--- src/rtl/bcd_ex3_seq_ctrl_pkg.sv ---
// Shared types and constants for the serial BCD to Excess-3 controller.
package bcd_pkg;

  localparam logic [3:0] EX3_OFFSET = 4'd3;
  localparam logic [3:0] BCD_MAX    = 4'd9;

  typedef logic [3:0] bcd_digit_t;

  typedef enum logic [1:0] {
    IDLE = 2'd0,
    CONV = 2'd1,
    DONE = 2'd2
  } ctrl_state_t;

endpackage

--- src/rtl/bcd_ex3_seq_ctrl_if.sv ---
// Producer and consumer handshakes of the BCD to Excess-3 controller.
// Both sides use valid/ready: a transfer happens on a rising clk edge where
// valid and ready are both high; valid holds its data stable until then.
interface bcd_ex3_seq_ctrl_if #(
  parameter int DIGITS = 4
) ();
  localparam int DW = 4 * DIGITS;

  logic          in_valid;
  logic          in_ready;
  logic [DW-1:0] in_bcd;
  logic          out_valid;
  logic          out_ready;
  logic [DW-1:0] out_ex3;
  logic          out_err;
  logic          busy;

  modport slave (
    input  in_valid, in_bcd, out_ready,
    output in_ready, out_valid, out_ex3, out_err, busy
  );

  modport master (
    output in_valid, in_bcd, out_ready,
    input  in_ready, out_valid, out_ex3, out_err, busy
  );
endinterface

--- src/rtl/bcd_ex3_seq_ctrl_ex3_digit.sv ---
// Single-digit BCD to Excess-3 converter; out-of-range digits wrap mod 16.
module ex3_digit
  import bcd_pkg::*;
(
  input  bcd_digit_t d,
  output bcd_digit_t e,
  output logic       err
);
  assign e   = d + EX3_OFFSET;
  assign err = (d > BCD_MAX);
endmodule

--- src/rtl/bcd_ex3_seq_ctrl.sv ---
// Serial packed-BCD to Excess-3 controller: one digit per cycle through a
// single shared ex3_digit, LSB digit first, with a sticky per-word error.
module bcd_ex3_seq_ctrl
  import bcd_pkg::*;
#(
  parameter int DIGITS = 4
) (
  input  logic                clk,
  input  logic                rst,
  bcd_ex3_seq_ctrl_if.slave   bus,
  output ctrl_state_t         dbg_state
);
  localparam int DW = 4 * DIGITS;
  localparam int IW = (DIGITS > 1) ? $clog2(DIGITS) : 1;

  ctrl_state_t   state_q, state_d;
  logic [IW-1:0] idx_q, idx_d;
  logic [DW-1:0] word_q, word_d;
  logic [DW-1:0] res_q, res_d;
  logic          err_q, err_d;

  bcd_digit_t cur_digit;
  bcd_digit_t cur_e;
  logic       cur_err;

  always_comb begin
    cur_digit = '0;
    for (int i = 0; i < DIGITS; i++) begin
      if (idx_q == IW'(i)) cur_digit = word_q[4*i +: 4];
    end
  end

  ex3_digit u_ex3_digit (
    .d   (cur_digit),
    .e   (cur_e),
    .err (cur_err)
  );

  always_comb begin
    state_d = state_q;
    idx_d   = idx_q;
    word_d  = word_q;
    res_d   = res_q;
    err_d   = err_q;
    unique case (state_q)
      IDLE: begin
        // in_ready is exactly state==IDLE, so in_valid alone completes the accept
        if (bus.in_valid) begin
          word_d  = bus.in_bcd;
          res_d   = '0;
          err_d   = 1'b0;
          idx_d   = '0;
          state_d = CONV;
        end
      end
      CONV: begin
        for (int i = 0; i < DIGITS; i++) begin
          if (idx_q == IW'(i)) res_d[4*i +: 4] = cur_e;
        end
        err_d = err_q | cur_err;
        if (idx_q == IW'(DIGITS - 1)) begin
          idx_d   = '0;
          state_d = DONE;
        end else begin
          idx_d = idx_q + IW'(1);
        end
      end
      DONE: begin
        if (bus.out_ready) state_d = IDLE;
      end
      default: state_d = IDLE;
    endcase
  end

  always_ff @(posedge clk) begin
    if (rst) begin
      state_q <= IDLE;
      idx_q   <= '0;
      word_q  <= '0;
      res_q   <= '0;
      err_q   <= 1'b0;
    end else begin
      state_q <= state_d;
      idx_q   <= idx_d;
      word_q  <= word_d;
      res_q   <= res_d;
      err_q   <= err_d;
    end
  end

  assign bus.in_ready  = (state_q == IDLE);
  assign bus.out_valid = (state_q == DONE);
  assign bus.busy      = (state_q == CONV);
  assign bus.out_ex3   = res_q;
  assign bus.out_err   = err_q;
  assign dbg_state     = state_q;

endmodule

--- src/flat_wrapper.sv ---
// flat-port wrapper written by rule: the top's interface ports become plain ports
module bcd_ex3_seq_ctrl_flat import bcd_pkg::*;
#(
  parameter int DIGITS = 4
)
  (clk, rst, dbg_state, bus_in_valid, bus_in_bcd, bus_out_ready, bus_in_ready, bus_out_valid, bus_out_ex3, bus_out_err, bus_busy);
  bcd_ex3_seq_ctrl_if #(.DIGITS(DIGITS)) bus_i ();
  input  logic clk;
  input  logic rst;
  output ctrl_state_t dbg_state;
  input wire logic [$bits(bus_i.in_valid)-1:0] bus_in_valid;
  input wire logic [$bits(bus_i.in_bcd)-1:0] bus_in_bcd;
  input wire logic [$bits(bus_i.out_ready)-1:0] bus_out_ready;
  output wire logic [$bits(bus_i.in_ready)-1:0] bus_in_ready;
  output wire logic [$bits(bus_i.out_valid)-1:0] bus_out_valid;
  output wire logic [$bits(bus_i.out_ex3)-1:0] bus_out_ex3;
  output wire logic [$bits(bus_i.out_err)-1:0] bus_out_err;
  output wire logic [$bits(bus_i.busy)-1:0] bus_busy;
  assign bus_i.in_valid = bus_in_valid;
  assign bus_i.in_bcd = bus_in_bcd;
  assign bus_i.out_ready = bus_out_ready;
  assign bus_in_ready = bus_i.in_ready;
  assign bus_out_valid = bus_i.out_valid;
  assign bus_out_ex3 = bus_i.out_ex3;
  assign bus_out_err = bus_i.out_err;
  assign bus_busy = bus_i.busy;
  bcd_ex3_seq_ctrl #(.DIGITS(DIGITS)) u_core (.clk(clk), .rst(rst), .bus(bus_i), .dbg_state(dbg_state));
endmodule
--- config.mk ---
export PLATFORM = sky130hd
export DESIGN_NAME = bcd_ex3_seq_ctrl_flat
export DESIGN_NICKNAME = d
export VERILOG_FILES = /design/src/rtl/bcd_ex3_seq_ctrl_pkg.sv /design/src/rtl/bcd_ex3_seq_ctrl_if.sv /design/src/rtl/bcd_ex3_seq_ctrl_ex3_digit.sv /design/src/rtl/bcd_ex3_seq_ctrl.sv /design/src/flat_wrapper.sv
export SDC_FILE = /design/constraint.sdc
export NUM_CORES = 1
export LEC_CHECK = 0
export CAP_MARGIN = 10
export CORE_UTILIZATION = 35
export DETAILED_ROUTE_END_ITERATION = 7
export SKIP_LAST_GASP = 1
export SLEW_MARGIN = 30
export SYNTH_ARGS = -nofsm -noshare
export SYNTH_HDL_FRONTEND = slang
export SYNTH_SLANG_ARGS = --single-unit
--- constraint.sdc ---
create_clock -name clk -period 2.5 [get_ports clk]
set_input_delay 0.25 -clock clk [delete_from_list [all_inputs] [get_ports clk]]
set_output_delay 0.25 -clock clk [all_outputs]
set_load 0.005 [all_outputs]
==> results.md <==
* Required @ worst endpoint at 2720 ps
* H-tree Lvls at 2
* Row count at 24
* P&R area growth vs syn at 32.9%
* RD Place Congestion at 0.788
* Mapped cell area at roughly 1700 sq um
* Cells along the critical path: ha_1 -> a211oi_1 -> a221o_1 -> ha_1 -> or2_2 -> a311o_1 -> a21oi_1
* Port bufs at 41
* Commonest non-fill, non-tap cell in the layout: nand2_1
* Inst Count DP at 290
* Starting Density at 0.372
* Status: complete, but fails checks
* CP Class: flop to flop
* Final Cell Area at 2200 sq um
* Worst-path fanout max at 12
* CTS tree: yes
* Number of global-route vias before repair at ~1,300
* Final setup vio count at 0
* Worst relative slew slack at 0.617
* Slew @ Worst Pin at 573 ps
* Crit path largest cell delay at 430 ps
* Fmax at ~0.42 GHz
* Placed Area at around 2100 sq um
* Pwr dens at 594 nW/um^2
* Cell Count, Final, Fillers Out at 299
* Root Driver: clkbuf_8
* Fin crit share at 0.948
* Crit path DAT at 2590 ps
* Layout cells sized above 1 at 0.0607
* Initial antenna violation count at 0
* Final hold violation count at 0
* Critical Path Most Common Cell: ha_1
* Final min period at approximately 2400 ps
* DRT iter0 DRCs at 61
* Ports at 42
* Skew-Pair Late Insertion Delay at 280 ps
* Final layout net count at 272
* Clock Path Buffers at 2
* Synth Register Bits at 37
* Drt wl/cell at 12.0 microns
* Unrepaired setup endpoints after global routing: false
* Post-route ant nets at 0
* Register area share after synthesis at 0.448
* Maximum vdd drop at 0.337 mV
* Final Hold Slack at 449 ps
* Placed wire-length estimate at 2660 microns
* Die width at about 70 microns
* Grt total ovfl at 0
* Die Y at 70.7 microns
* First-pass GRT wire length at approximately 6000 microns
* # diodes at 0
* Leakage at approximately 0.84 nW
* Residual DRC at 2
* Routed WL at between 3000 and 4000 microns
* Cells after Synth at 207
* First-pass DRT Iterations at 6
* Slowest-stage cell, CP: ha_1
* Failing checks: DRC
* Core region area at about 4400 sq um
* Most frequent cells in the layout: nand2_1, clkdlybuf4s50_1, dfxtp_1
* Filler cells at approximately 450
* Largest net degree at the start of global routing at 19
* Die ar. at 5000 sq um
* Yosys warning total at 0
* Fin. max-slew vios at 0
* Max Cap Viol at 0
* Total CTS buffers at 5
* Via-to-Cell Ratio at 4.75
* Synth cell types at 27
* Min-delay worst type: flop to flop
* Clock sink total at 37
* Crit end category: flop
* Vias at 1,419
* CP Launch Type: flop
* Syn_nets at 233
* Worst Skew at 4.88 ps
* Crit path buf inv count at 0
* Clock Pin Slew Worst Setup and Hold Paths at 70 ps
* Top cell family by delay on the critical path: compound AO/OA/AOI/OAI gates
* Syn Area/Cell at 7.98 sq um
* Final TNS setup at 0 ps
* Total GRT Usage at 0.155
-- cell type report --
class / instances / area [sq um] / share of cell area
inverter: 10 / 37.5 / 0.0171
clock buffer: 7 / 96.3 / 0.0439
timing repair buffer: 44 / 433 / 0.197
tap: 52 / 65.1 / 0.0296
sequential: 37 / 741 / 0.337
clock inverter: 1 / 5.00 / 0.00228
multi-input combinational: 148 / 818 / 0.373
-- logic make-up (layout without fill, tap and decap cells) --
logic type,Yosys count,in the layout,share of synthesized area
AND/OR/NAND/NOR,86,86,0.218
AO/OA/AOI/OAI,47,47,0.172
XOR/XNOR,1,1,0.00984
multiplexers,8,8,0.0485
flip-flops,37,37,0.448
buffers and inverters,22,62,0.0583
adder cells (fa/ha/maj),6,6,0.0454
-- sequential cells by signal, indices dropped and copies added, names as in the netlist --
signal and count:
u_core.bus.out_err 1, u_core.idx_q 2, u_core.word_q 16, u_core.bus.out_ex3 16, u_core.dbg_state 2
-- power breakdown --
group	switching (W)	leakage (nW)	total (W)	internal, W
clock	0.000200	0.0542	0.000449	0.000249
combinational	0.000109	0.485	0.000217	0.000108
sequential	0.0000196	0.302	0.000639	0.000620
total	0.000329	0.841	0.00131	0.000977
-- tightest hold or removal path, cell delays in order, from the launching register on --
cell and delay [ps]:
dfxtp_1 310, nand2_1 50, o21ai_1 50
-- worst paths after layout --
kind | from | to | slack [ps] | depth (start not counted)
setup / recovery | u_core.idx_q[0] | u_core.bus.out_err | 130 | 7
setup reg to reg | u_core.idx_q[0] | u_core.bus.out_err | 130 | 7
hold reg to reg | u_core.bus.out_ex3[11] | u_core.bus.out_ex3[11] | 450 | 2
hold / removal | u_core.bus.out_ex3[11] | u_core.bus.out_ex3[11] | 450 | 2
-- per-layer routing --
metal | GRT usage | part of all wire
met1 | 0.200 | 0.51
met2 | 0.243 | 0.44
met3 | 0.0527 | 0.032
met4 | 0.0511 | 0.011
met5 | 0 | 0
-- stage by stage --
| stage | setup WS [ps] | utilization | total power (W) |
|---|---|---|---|
| 3_3_place_gp | 223 | 0.469 | 0.000867 |
| 4_1_cts | 126 | 0.492 | 0.00132 |
| 6_report | 130 | 0.494 | 0.00131 |
| 5_1_grt | 14.6 | 0.494 | 0.00138 |
| 2_1_floorplan | 274 | - | 0.000779 |
| 3_5_place_dp | 148 | 0.469 | 0.000870 |
-- synthesized netlist by cell type, drive strengths merged --
| cell type | instances | area (sq um) |
|---|---|---|
| nand2 | 52 | 195 |
| dfxtp | 37 | 741 |
| a21oi | 28 | 140 |
| nor2 | 21 | 78.8 |
| inv | 10 | 37.5 |
| o21ai | 9 | 45.0 |
| mux2i | 8 | 80.1 |
| buf | 7 | 40.0 |
| ha | 6 | 75.1 |
| clkbuf | 5 | 18.8 |
| a221o | 3 | 30.0 |
| a22oi | 3 | 36.3 |
| nand2b | 3 | 18.8 |
| nand3b | 3 | 22.5 |
| a211oi | 2 | 15.0 |
| nor2b | 2 | 12.5 |
| nor3b | 2 | 15.0 |
| a311o | 1 | 10.0 |
| and2 | 1 | 6.26 |
| nand3 | 1 | 5.00 |
| o21bai | 1 | 7.51 |
| or2 | 1 | 6.26 |
| xor2 | 1 | 16.3 |
-- what timing repair did --
| action | CTS | global route |
|---|---|---|
| hold buffers | 0 | 0 |
| hold endpoints to repair | 0 | 0 |
| setup buffers | 0 | 1 |
| endpoints found under the setup margin | 0 | 1 |
| gates resized for setup | 0 | 1 |
Power figures use the tool's default switching activity.
